### src/rtl/secret_file_writer.sv
// ============================================================================
// secret_file_writer
// ----------------------------------------------------------------------------
// Captures a framed character file into a small buffer and reads it back.
// A file is STX (7'h02), up to WORD_COUNT data characters, then ETX (7'h03).
// STX restarts capture from any state. When the file completes, the buffer is
// frozen ("locked") and can be read one entry per cycle through rd_idx/rd_char.
//
// Optional feature macro: SECRET_FILE_CHECKSUM_EN
//   When defined, each file carries a trailing checksum character after ETX.
//   This character must equal the XOR of all stored data characters. A mismatch,
//   or an overflow, ends in the ERROR state with err=1. When the macro is not
//   defined, ETX locks the file directly and err is tied to 0.
//
// Parameters
//   WORD_COUNT : number of 7-bit buffer entries (power of two, 2..64)
//
// Ports
//   clk       in   rising-edge clock
//   rst       in   asynchronous active-high reset
//   din       in   [6:0]   incoming character code
//   din_valid in   qualifies din for exactly the cycle it is high
//   rd_idx    in   [AW-1:0] buffer entry selected for readout
//   rd_char   out  [6:0]   registered readout, one cycle after rd_idx;
//                          7'h00 unless locked and rd_idx < count
//   count     out  [AW:0]  number of stored characters (saturates)
//   locked    out  high exactly while the state is LOCKED
//   ovf       out  data arrived with the buffer already full
//   err       out  checksum / overflow error (checksum build only)
// ============================================================================
module secret_file_writer #(
    parameter int WORD_COUNT = 32
) (
    input  logic                          clk,
    input  logic                          rst,
    input  logic [6:0]                    din,
    input  logic                          din_valid,
    input  logic [$clog2(WORD_COUNT)-1:0] rd_idx,
    output logic [6:0]                    rd_char,
    output logic [$clog2(WORD_COUNT):0]   count,
    output logic                          locked,
    output logic                          ovf,
    output logic                          err
);

    localparam int AW     = $clog2(WORD_COUNT);
    localparam int DATA_W = 7;

    localparam logic [DATA_W-1:0] STX  = 7'h02;
    localparam logic [DATA_W-1:0] ETX  = 7'h03;
    localparam logic [AW:0]       FULL = (AW+1)'(WORD_COUNT);

    typedef enum logic [2:0] {
        S_IDLE   = 3'd0,
        S_RECV   = 3'd1,
`ifdef SECRET_FILE_CHECKSUM_EN
        S_CHK    = 3'd2,
`endif
        S_LOCKED = 3'd3,
        S_ERROR  = 3'd4
    } state_t;

    // Count never wraps: it sticks at FULL once the buffer is full.
    function automatic logic [AW:0] sat_inc(input logic [AW:0] v);
        if (v == FULL) begin
            return v;
        end
        return v + (AW+1)'(1);
    endfunction

    // Readout is only meaningful for entries that hold file data.
    function automatic logic in_file(input logic [AW-1:0] idx, input logic [AW:0] n);
        return ({1'b0, idx} < n);
    endfunction

    state_t              state, state_n;
    logic [AW:0]         count_n;
    logic                ovf_n;
    logic                wr_en;
    logic [DATA_W-1:0]   mem [WORD_COUNT];

`ifdef SECRET_FILE_CHECKSUM_EN
    logic [DATA_W-1:0]   csum, csum_n;
    logic                err_q, err_n;
`endif

    // ------------------------------------------------------------------------
    // Next-state and control decode
    // ------------------------------------------------------------------------
    always_comb begin
        state_n = state;
        count_n = count;
        ovf_n   = ovf;
        wr_en   = 1'b0;
`ifdef SECRET_FILE_CHECKSUM_EN
        csum_n  = csum;
        err_n   = err_q;
`endif
        if (din_valid) begin
            if (din == STX) begin
                // STX wins in every state and starts a clean file.
                state_n = S_RECV;
                count_n = '0;
                ovf_n   = 1'b0;
`ifdef SECRET_FILE_CHECKSUM_EN
                csum_n  = '0;
                err_n   = 1'b0;
`endif
            end else begin
                case (state)
                    S_RECV: begin
                        if (din == ETX) begin
`ifdef SECRET_FILE_CHECKSUM_EN
                            state_n = S_CHK;
`else
                            state_n = S_LOCKED;
`endif
                        end else if (count != FULL) begin
                            wr_en   = 1'b1;
                            count_n = sat_inc(count);
`ifdef SECRET_FILE_CHECKSUM_EN
                            csum_n  = csum ^ din;
`endif
                        end else begin
                            // Buffer full: the character is dropped.
                            ovf_n = 1'b1;
`ifdef SECRET_FILE_CHECKSUM_EN
                            state_n = S_ERROR;
                            err_n   = 1'b1;
`else
                            state_n = S_LOCKED;
`endif
                        end
                    end
`ifdef SECRET_FILE_CHECKSUM_EN
                    S_CHK: begin
                        // Any non-STX character here is the checksum, ETX included.
                        if (din == csum) begin
                            state_n = S_LOCKED;
                        end else begin
                            state_n = S_ERROR;
                            err_n   = 1'b1;
                        end
                    end
`endif
                    default: begin
                        // IDLE, LOCKED, ERROR ignore everything but STX.
                    end
                endcase
            end
        end
    end

    // ------------------------------------------------------------------------
    // Control registers
    // ------------------------------------------------------------------------
    always_ff @(posedge clk or posedge rst) begin
        if (rst) begin
            state <= S_IDLE;
            count <= '0;
            ovf   <= 1'b0;
        end else begin
            state <= state_n;
            count <= count_n;
            ovf   <= ovf_n;
        end
    end

`ifdef SECRET_FILE_CHECKSUM_EN
    always_ff @(posedge clk or posedge rst) begin
        if (rst) begin
            csum  <= '0;
            err_q <= 1'b0;
        end else begin
            csum  <= csum_n;
            err_q <= err_n;
        end
    end

    assign err = err_q;
`else
    assign err = 1'b0;
`endif

    assign locked = (state == S_LOCKED);

    // ------------------------------------------------------------------------
    // Buffer storage (no reset: contents are masked until a file locks)
    // ------------------------------------------------------------------------
    always_ff @(posedge clk) begin
        if (wr_en) begin
            mem[count[AW-1:0]] <= din;
        end
    end

    // ------------------------------------------------------------------------
    // Registered readout; a same-cycle write to the same entry is not visible
    // until the following read (old value returned).
    // ------------------------------------------------------------------------
    always_ff @(posedge clk or posedge rst) begin
        if (rst) begin
            rd_char <= '0;
        end else if (locked && in_file(rd_idx, count)) begin
            rd_char <= mem[rd_idx];
        end else begin
            rd_char <= '0;
        end
    end

endmodule

### config.mk
export PLATFORM = sky130hd
export DESIGN_NAME = secret_file_writer
export DESIGN_NICKNAME = d
export VERILOG_FILES = /design/src/rtl/secret_file_writer.sv
export SDC_FILE = /design/constraint.sdc
export NUM_CORES = 1
export LEC_CHECK = 0
export CAP_MARGIN = 20
export CELL_PAD_IN_SITES_DETAIL_PLACEMENT = 0
export CELL_PAD_IN_SITES_GLOBAL_PLACEMENT = 1
export CORE_MARGIN = 4
export CORE_UTILIZATION = 58
export CTS_CLUSTER_DIAMETER = 60
export DETAILED_ROUTE_END_ITERATION = 8
export PLACE_DENSITY_LB_ADDON = 0.1
export SYNTH_ARGS = -nofsm -noshare
export SYNTH_HDL_FRONTEND = slang
export SYNTH_SLANG_ARGS = --single-unit
### constraint.sdc
create_clock -name clk -period 6.8 [get_ports clk]
set_input_delay 0.68 -clock clk [delete_from_list [all_inputs] [get_ports clk]]
set_output_delay 0.68 -clock clk [all_outputs]
set_load 0.02 [all_outputs]
==> out/qor.yml, run 1 <==
outcome: "completed"
synth-compound-area-share_pct: 2.582
yosys_register_bits: 240
drt-total-wl_um: 19660
m1WireLength_um: 8530
grt_start_max_net_pins: 61
timing.critical_path.arrival_ns: 3.39
i_o_pins: 31
fraction_of_the_mapped_netlist_area_in_adder_cells_pct: 1.028
cts-root-to-sink-buffers: 3
cell_at_the_slowest_stage_of_the_critical_path: "sky130_fd_sc_hd__a21oi_1"
die_span_x_um: 137.6
synth-xor-area-share_pct: 0.08993
synth-warning-count: 0
power.density_cell_area_nw_per_um2: 281.2
detailroute.via_count: 4732
syn-cell-area_sq_um: 9739
dieHeight_um: 137.6
regArea_sq_um: 7127
synth_top_area_share_pct: 69.06
period_share_pct: 43.62
vias_per_cell: 6.074
route.antenna.remaining_nets: 0
finalWorstPathRequiredPeriod_ns: 2.966
cts_inserted_buffers: 23
hpwl_um: 12110
fin_tns_setup_ns: 0
top_signal_layer_used: "met4"
unrepaired_setup_endpoints_after_global_routing: "false"
synth-async-reset-ratio_pct: 6.667
initial_antenna_violation_count: 0
detailedRoute.firstPassIterationCount: 4
path_clk_slew_ns: 0.06
cellLeakagePower_nw: 3.593
clock-skew-final_ns: 0.01484
clock_tree_from_tritoncts: "yes"
grt_remaining_overflow: 0
post_synth_mux_area_share_pct: 16.46
final_estimated_routing_congestion_in_global_placement: 0.7934
synth.area.top_cells: "sky130_fd_sc_hd__edfxtp_1 69%, sky130_fd_sc_hd__mux4_1 6.5%, sky130_fd_sc_hd__mux4_2 6.5%, sky130_fd_sc_hd__dfrtp_1 4.1%, sky130_fd_sc_hd__mux2_2 2.9%"
clock_sinks: 240
hold_path_depth: 1
cpLargestDelayFamily: "compound AO/OA/AOI/OAI gates"
number_of_global_route_vias_before_repair: 4923
dr.first_iter.drc_count: 499
io_buffers: 29
mappedNetlistNets: 522
design.final.nets: 565
rr_worst_depth: 6
fillCellCount: 1114
crit_buf_inv: 2
htreeDepth: 1
yosysUniqueCellTypes: 43
cts.repair_timing.setup_buffer_count: 0
detail_route.wl_per_cell_um: 25.23
cts_repair_resize_count: 0
largest_family_of_logic_cells_by_synthesized_area: "multiplexers"
antenna_cells_inserted: 0
crit_required_ns: 7.23
crit_path_max_incr_delay_ns: 0.69
finalCoreUtilization_pct: 66.21
maxCapViolations: 0
grt.total_usage_pct: 22.11
fraction_of_layout_instances_using_a_drive_strength_above_1_pct: 18.07
multiInputGateArea_sq_um: 2454
row_count: 47
yosys_top_cell_by_area: "sky130_fd_sc_hd__edfxtp_1"
synth_seq_area_share_pct: 73.18
initial_utilization_pct: 58.94
areaGrowthSynthToFinish_pct: 12.33
cts_root_buf: "sky130_fd_sc_hd__clkbuf_16"
crit_cells: 8
clock_latency_ns: 0.51
cts_hold_buffers: 0
cp_max_fo: 60
critical_path.cell_chain: "buf_2 -> buf_4 -> ha_1 -> a211oi_1 -> o21ai_0 -> a21oi_1 -> a22oi_1 -> nand3_1"
setup.worst_path.end_class: "flop"
setup.worst_path.start_class: "primary input"
grt_pass1_wl_um: 30660
detail_route.drc_violations: 0
hold_ws_ns: 0.5283
tightest_slew_ns: 0.9522
timing_max_transition_violations_final: 0
synthFlopType: "sky130_fd_sc_hd__edfxtp_1"
fmaxAchievable_ghz: 0.3372
post_synth.cell_area_avg_sq_um: 19.52
synthesis.instances: 499
report.final.setup_viol: 0
criticalPathCategory: "primary input to flop"
dr_wl_met3_um: 1111
coreArea_sq_um: 16520
dieArea_sq_um: 18930
timing_hold_violations_final: 0
max-slew-margin-rel_pct: 36.40
synth_simple_gate_area_share_pct: 4.997
post_synth_edffs: 224
timing.hold.worst.class: "flop to flop"
met2_length_um: 9691
vdd.ir_drop.worst_mv: 0.2020
==> placed cells by master, fill, tap and decap left out, types with 7 or more instances in the layout <==
cell,instances
sky130_fd_sc_hd__a211oi_1,7
sky130_fd_sc_hd__buf_4,11
sky130_fd_sc_hd__clkbuf_1,9
sky130_fd_sc_hd__clkbuf_16,23
sky130_fd_sc_hd__clkdlybuf4s50_1,26
sky130_fd_sc_hd__dfrtp_1,16
sky130_fd_sc_hd__edfxtp_1,224
sky130_fd_sc_hd__ha_1,8
sky130_fd_sc_hd__inv_1,9
sky130_fd_sc_hd__mux2_2,25
sky130_fd_sc_hd__mux4_1,24
sky130_fd_sc_hd__mux4_2,28
sky130_fd_sc_hd__nand2_1,9
sky130_fd_sc_hd__nand3_1,23
sky130_fd_sc_hd__nor2_1,39
sky130_fd_sc_hd__nor2b_1,9
==> per-layer routing <==
layer | track usage [%] | vias up
met5 | 0 | -
met4 | 5.044 | 0
met3 | 2.849 | 33
met2 | 35.33 | 139
met1 | 33.26 | 2435
li1 | - | 2125
==> report_power, final <==
part           total [mW]  switching [mW]  internal, mW  leakage (nW)
combinational       0.237           0.140        0.0970          1.03
clock                1.18           0.506         0.675         0.340
sequential           1.66          0.0224          1.64          2.22
total                3.08           0.669          2.41          3.59
==> synth_stat cells (2+ instances only) <==
library cell               instances
sky130_fd_sc_hd__a211o_1           2
sky130_fd_sc_hd__a211oi_1          7
sky130_fd_sc_hd__a21oi_1           6
sky130_fd_sc_hd__a22oi_1           6
sky130_fd_sc_hd__and2_1            2
sky130_fd_sc_hd__buf_2            13
sky130_fd_sc_hd__buf_6             3
sky130_fd_sc_hd__clkbuf_1          4
sky130_fd_sc_hd__dfrtp_1          16
sky130_fd_sc_hd__edfxtp_1        224
sky130_fd_sc_hd__ha_1              8
sky130_fd_sc_hd__inv_1             9
sky130_fd_sc_hd__mux2_2           25
sky130_fd_sc_hd__mux2i_1           6
sky130_fd_sc_hd__mux4_1           24
sky130_fd_sc_hd__mux4_2           28
sky130_fd_sc_hd__nand2_1           9
sky130_fd_sc_hd__nand2b_1          2
sky130_fd_sc_hd__nand3_1          23
sky130_fd_sc_hd__nand3b_1          6
sky130_fd_sc_hd__nor2_1           39
sky130_fd_sc_hd__nor2b_1           9
sky130_fd_sc_hd__nor3_1            2
sky130_fd_sc_hd__o21ai_0           5
sky130_fd_sc_hd__or3_1             3
==> sequential cells by signal (all words and copies together) (netlist names) <==
name and flops:
count 6, state 2, ovf 1, mem 224, rd_char 7
==> worst reg2reg max path: stages (launching register included) <==
cell	delay, ns
sky130_fd_sc_hd__dfrtp_1	0.45
sky130_fd_sc_hd__inv_1	0.12
sky130_fd_sc_hd__ha_1	0.25
sky130_fd_sc_hd__a311oi_1	0.41
sky130_fd_sc_hd__and2_1	0.31
sky130_fd_sc_hd__nand2_1	0.31
sky130_fd_sc_hd__nor2_1	0.64
==> cell type report <==
type	instances	share of cell area, %
multi-input combinational	228	22.43
tap	220	2.516
clock inverter	9	0.6404
inverter	9	0.3088
clock buffer	33	5.695
sequential	240	65.14
timing repair buffer	40	3.271
==> final timing paths <==
check / start / to / slack (ns)
setup / recovery: rd_idx[3] / rd_char[4]$_DFF_PP0_ / 3.83
hold / removal: state[0]$_DFFE_PP0P_ / state[0]$_DFFE_PP0P_ / 0.53
setup reg to reg: count[0]$_DFFE_PP0P_ / mem[0][2]$_DFFE_PP_ / 3.93
hold reg to reg: state[0]$_DFFE_PP0P_ / state[0]$_DFFE_PP0P_ / 0.53
max in group asynchronous: rst / rd_char[3]$_DFF_PP0_ / 5.74
min in group asynchronous: rst / rd_char[0]$_DFF_PP0_ / 0.59
==> per-stage QoR <==
| stage | instance area [sq um] | power, mW | setup WS, ns | std cells |
|---|---|---|---|---|
| finish | 10940 | 3.077 | 3.834 | 779 |
| global route | 10940 | 3.187 | 3.588 | 779 |
| CTS | 10940 | 3.096 | 3.800 | 779 |
| detailed placement | 10250 | 1.929 | 3.300 | 737 |
| global placement | 10250 | 1.925 | 3.267 | 737 |
| floorplan | 9739 | 1.829 | 4.391 | 499 |
==> kinds of logic (layout without fill, tap and decap cells) <==
kind of cell             Yosys count  after routing
AND/OR/NAND/NOR                  100            100
multiplexers                      83             83
flip-flops                       240            240
XOR/XNOR                           1              1
adder cells (fa/ha/maj)            8              8
buffers and inverters             31             91
other                              1              1
AO/OA/AOI/OAI                     35             35
(Power assumes the default switching activity.)
==> run 2, diff against run 1 <==
- CORE_UTILIZATION: 58 -> 53
- clock period: 6.8 -> 2.74 ns (I/O delays scaled with it)
==> run 2 against run 1 <==
Die area rose by 8.9%. Sequential power increased by 150%. Cell count up 5.0%. Largest power group unchanged.
==> out/qor.yml, run 2 (synthesis results as in run 1) <==
dieArea_sq_um: 20610  # +8.9%
design.final.nets: 594  # +5.1%
critical_path.cell_chain: "inv_1 -> ha_1 -> a311oi_1 -> and2_1 -> nand2_1 -> buf_4 -> nor2_1"
grt_remaining_overflow: 0  # unchanged
timing.critical_path.arrival_ns: 2.63  # -0.76 ns
detail_route.wl_per_cell_um: 25.28  # +0.19%
part_of_the_total_power_dissipated_in_combinational_logic_pct: 8.5  # +0.8 points
io_buffers: 29  # unchanged
setup.worst_path.start_class: "flop"
seq_power_share_pct: 49.5  # -4.4 points
outcome: "completed"
timing_max_transition_violations_final: 0  # unchanged
detailedRoute.firstPassIterationCount: 4  # unchanged
htreeDepth: 1  # unchanged
cpLargestDelayFamily: "simple AND/OR/NAND/NOR gates"
initial_antenna_violation_count: 0  # unchanged
layout_common_cells: "224 x sky130_fd_sc_hd__edfxtp_1, 39 x sky130_fd_sc_hd__nor2_1, 35 x sky130_fd_sc_hd__buf_4, 28 x sky130_fd_sc_hd__mux4_2, 26 x sky130_fd_sc_hd__clkdlybuf4s50_1"
crit_buf_inv: 2  # unchanged
cp_max_fo: 7  # -88%
detailroute.via_count: 4812  # +1.7%
unrepaired_setup_endpoints_after_global_routing: "false"
maxCapViolations: 0  # unchanged
fillCellCount: 1295  # +16%
power.switching_fraction_pct: 21.24  # -0.49 points
detail_route.drc_violations: 0  # unchanged
crit_required_ns: 2.87  # -4.36 ns
i_o_pins: 31  # unchanged
hpwl_um: 13360  # +10%
areaGrowthSynthToFinish_pct: 16.55
criticalPathCategory: "flop to flop"
crit_path_max_incr_delay_ns: 0.57  # -0.12 ns
fin_tns_setup_ns: 0  # unchanged
cellLeakagePower_nw: 3.817  # +6.2%
setup.reg_to_reg.worst_slack_ns: 0.24  # -3.69 ns
vdd.ir_drop.worst_mv: 0.5581  # +180%
final_estimated_routing_congestion_in_global_placement: 0.8289  # +4.5%
grt_pass1_wl_um: 32160  # +4.9%
timing_hold_violations_final: 0  # unchanged
intPower_mw: 6.495  # +170%
cts_hold_buffers: 0  # unchanged
mostFrequentLayoutCell: "sky130_fd_sc_hd__edfxtp_1"
die_span_x_um: 143.6  # +4.3%
dp.cells: 773  # +4.9%
detailedPlace.worstSlack_ns: -0.001763  # -3.302 ns
antenna_cells_inserted: 0  # unchanged
cts-root-to-sink-buffers: 3  # unchanged
timing.final.ws_setup_ns: 0.2393  # -3.595 ns
finalWorstPathRequiredPeriod_ns: 2.501
cts.repair_timing.setup_buffer_count: 0  # unchanged
coreArea_sq_um: 18020  # +9.1%
clock_tree_from_tritoncts: "yes"
dr.first_iter.drc_count: 358  # -28%
cell_at_the_slowest_stage_of_the_critical_path: "sky130_fd_sc_hd__nor2_1"
cts_inserted_buffers: 25  # +8.7%
fraction_of_layout_instances_using_a_drive_strength_above_1_pct: 22.92  # +4.9 points
dieHeight_um: 143.6  # +4.3%
drt-total-wl_um: 20680  # +5.2%
power.density_cell_area_nw_per_um2: 726.6  # +160%
vias_per_cell: 5.883  # -3.2%
period_share_pct: 91.27
timing.hold.worst.class: "primary input to asynchronous set/reset pin"
cts_repair_resize_count: 0  # unchanged
p_switching_mw: 1.752  # +160%
initial_utilization_pct: 54.03  # -4.9 points
number_of_global_route_vias_before_repair: 5173  # +5.1%
clock-skew-final_ns: 0.01009  # -0.004748 ns
tightest_slew_ns: 0.8257  # -0.1266 ns
clockPowerShare_pct: 42.0  # +3.6 points
clock_sinks: 240  # unchanged
grt_start_max_net_pins: 46  # -25%
report.final.setup_viol: 0  # unchanged
grt.total_usage_pct: 21.08  # -1.0 points
row_count: 49  # +4.3%
max-slew-margin-rel_pct: 44.89  # +8.5 points
finalNonFillerCells: 818  # +5.0%
route.antenna.remaining_nets: 0  # unchanged
fmaxAchievable_ghz: 0.3999
cts_root_buf: "sky130_fd_sc_hd__clkbuf_16"
setup.worst_path.end_class: "flop"
path_clk_slew_ns: 0.06  # about the same
clock_latency_ns: 0.50  # about the same
largest_register_ffs: 224  # unchanged
run 2: changes by cell type in the layout (fill, tap and decap cells not counted), moves of 2 or more:
cell                        before  now
sky130_fd_sc_hd__buf_4          11   35
sky130_fd_sc_hd__clkbuf_16      23   25
sky130_fd_sc_hd__clkbuf_1        9    5
sky130_fd_sc_hd__clkbuf_8        1    3
sky130_fd_sc_hd__bufinv_16       1    4
sky130_fd_sc_hd__buf_12          0    3
run 2: worst paths after layout:
kind / endpoint / from / depth (start not counted)
max in group asynchronous: rd_char[0]$_DFF_PP0_ / rst / 2
max: mem[14][1]$_DFFE_PP_ / count[0]$_DFFE_PP0P_ / 7
max reg2reg: mem[14][1]$_DFFE_PP_ / count[0]$_DFFE_PP0P_ / 7
min in group clk: rd_char[2]$_DFF_PP0_ / rd_idx[2] / 4
min reg2reg: state[0]$_DFFE_PP0P_ / state[0]$_DFFE_PP0P_ / 1
min: state[0]$_DFFE_PP0P_ / rst / 2
run 2: power groups by stage:
stage / Combinational [mW] / Clock (mW) / Sequential, mW
2_1_floorplan: 0.337 / 0 / 4.20
3_3_place_gp: 0.698 / 0 / 4.15
3_5_place_dp: 0.710 / 0 / 4.16
4_1_cts: 0.712 / 3.53 / 4.08
5_1_grt: 0.762 / 3.70 / 4.08
6_report: 0.701 / 3.47 / 4.08
run 2: metal layers:
metal	vias to the layer above	GRT usage (%)	wire length, um
li1	2181	-	-
met1	2487	29.25	8714
met2	114	36.06	10660
met3	30	2.662	845
met4	0	5.352	461
met5	-	0	0
run 2: layout make-up:
cell class	count	area, sq um	area share (%)
clock buffers	33	685.7	6.041
clock inverters	12	166.4	1.466
inverters	9	33.78	0.2976
multi-input cells	228	2454	21.62
flip-flops and latches	240	7127	62.79
well taps	229	286.5	2.524
repair buffers	67	598.1	5.269
run 2: worst register-to-register path, delay by kind of cell (launching register included):
kind	cells	cell delay [ns]
buffers and inverters	2	0.24
AOI/OAI and AO/OA	1	0.33
and+or+nand+nor	3	0.98
adders and majority gates	1	0.24
DFF	1	0.34
run 2: through the flow:
step / instance area, sq um / hold slack, ns / total power [mW] / util (%)
2_1_floorplan: 9739 / 0.1877 / 4.538 / -
3_3_place_gp: 10500 / 0.4870 / 4.852 / 58.25
3_5_place_dp: 10500 / 0.5069 / 4.867 / 58.25
4_1_cts: 11350 / 0.2264 / 8.321 / 62.97
5_1_grt: 11350 / 0.2708 / 8.544 / 62.97
6_report: 11350 / 0.2345 / 8.247 / 62.97
==> run 3, diff against run 2 <==
- CAP_MARGIN: 20 -> 25
==> results of run 3 <==
Final layout, timing and power as in run 2 (identical DEF).
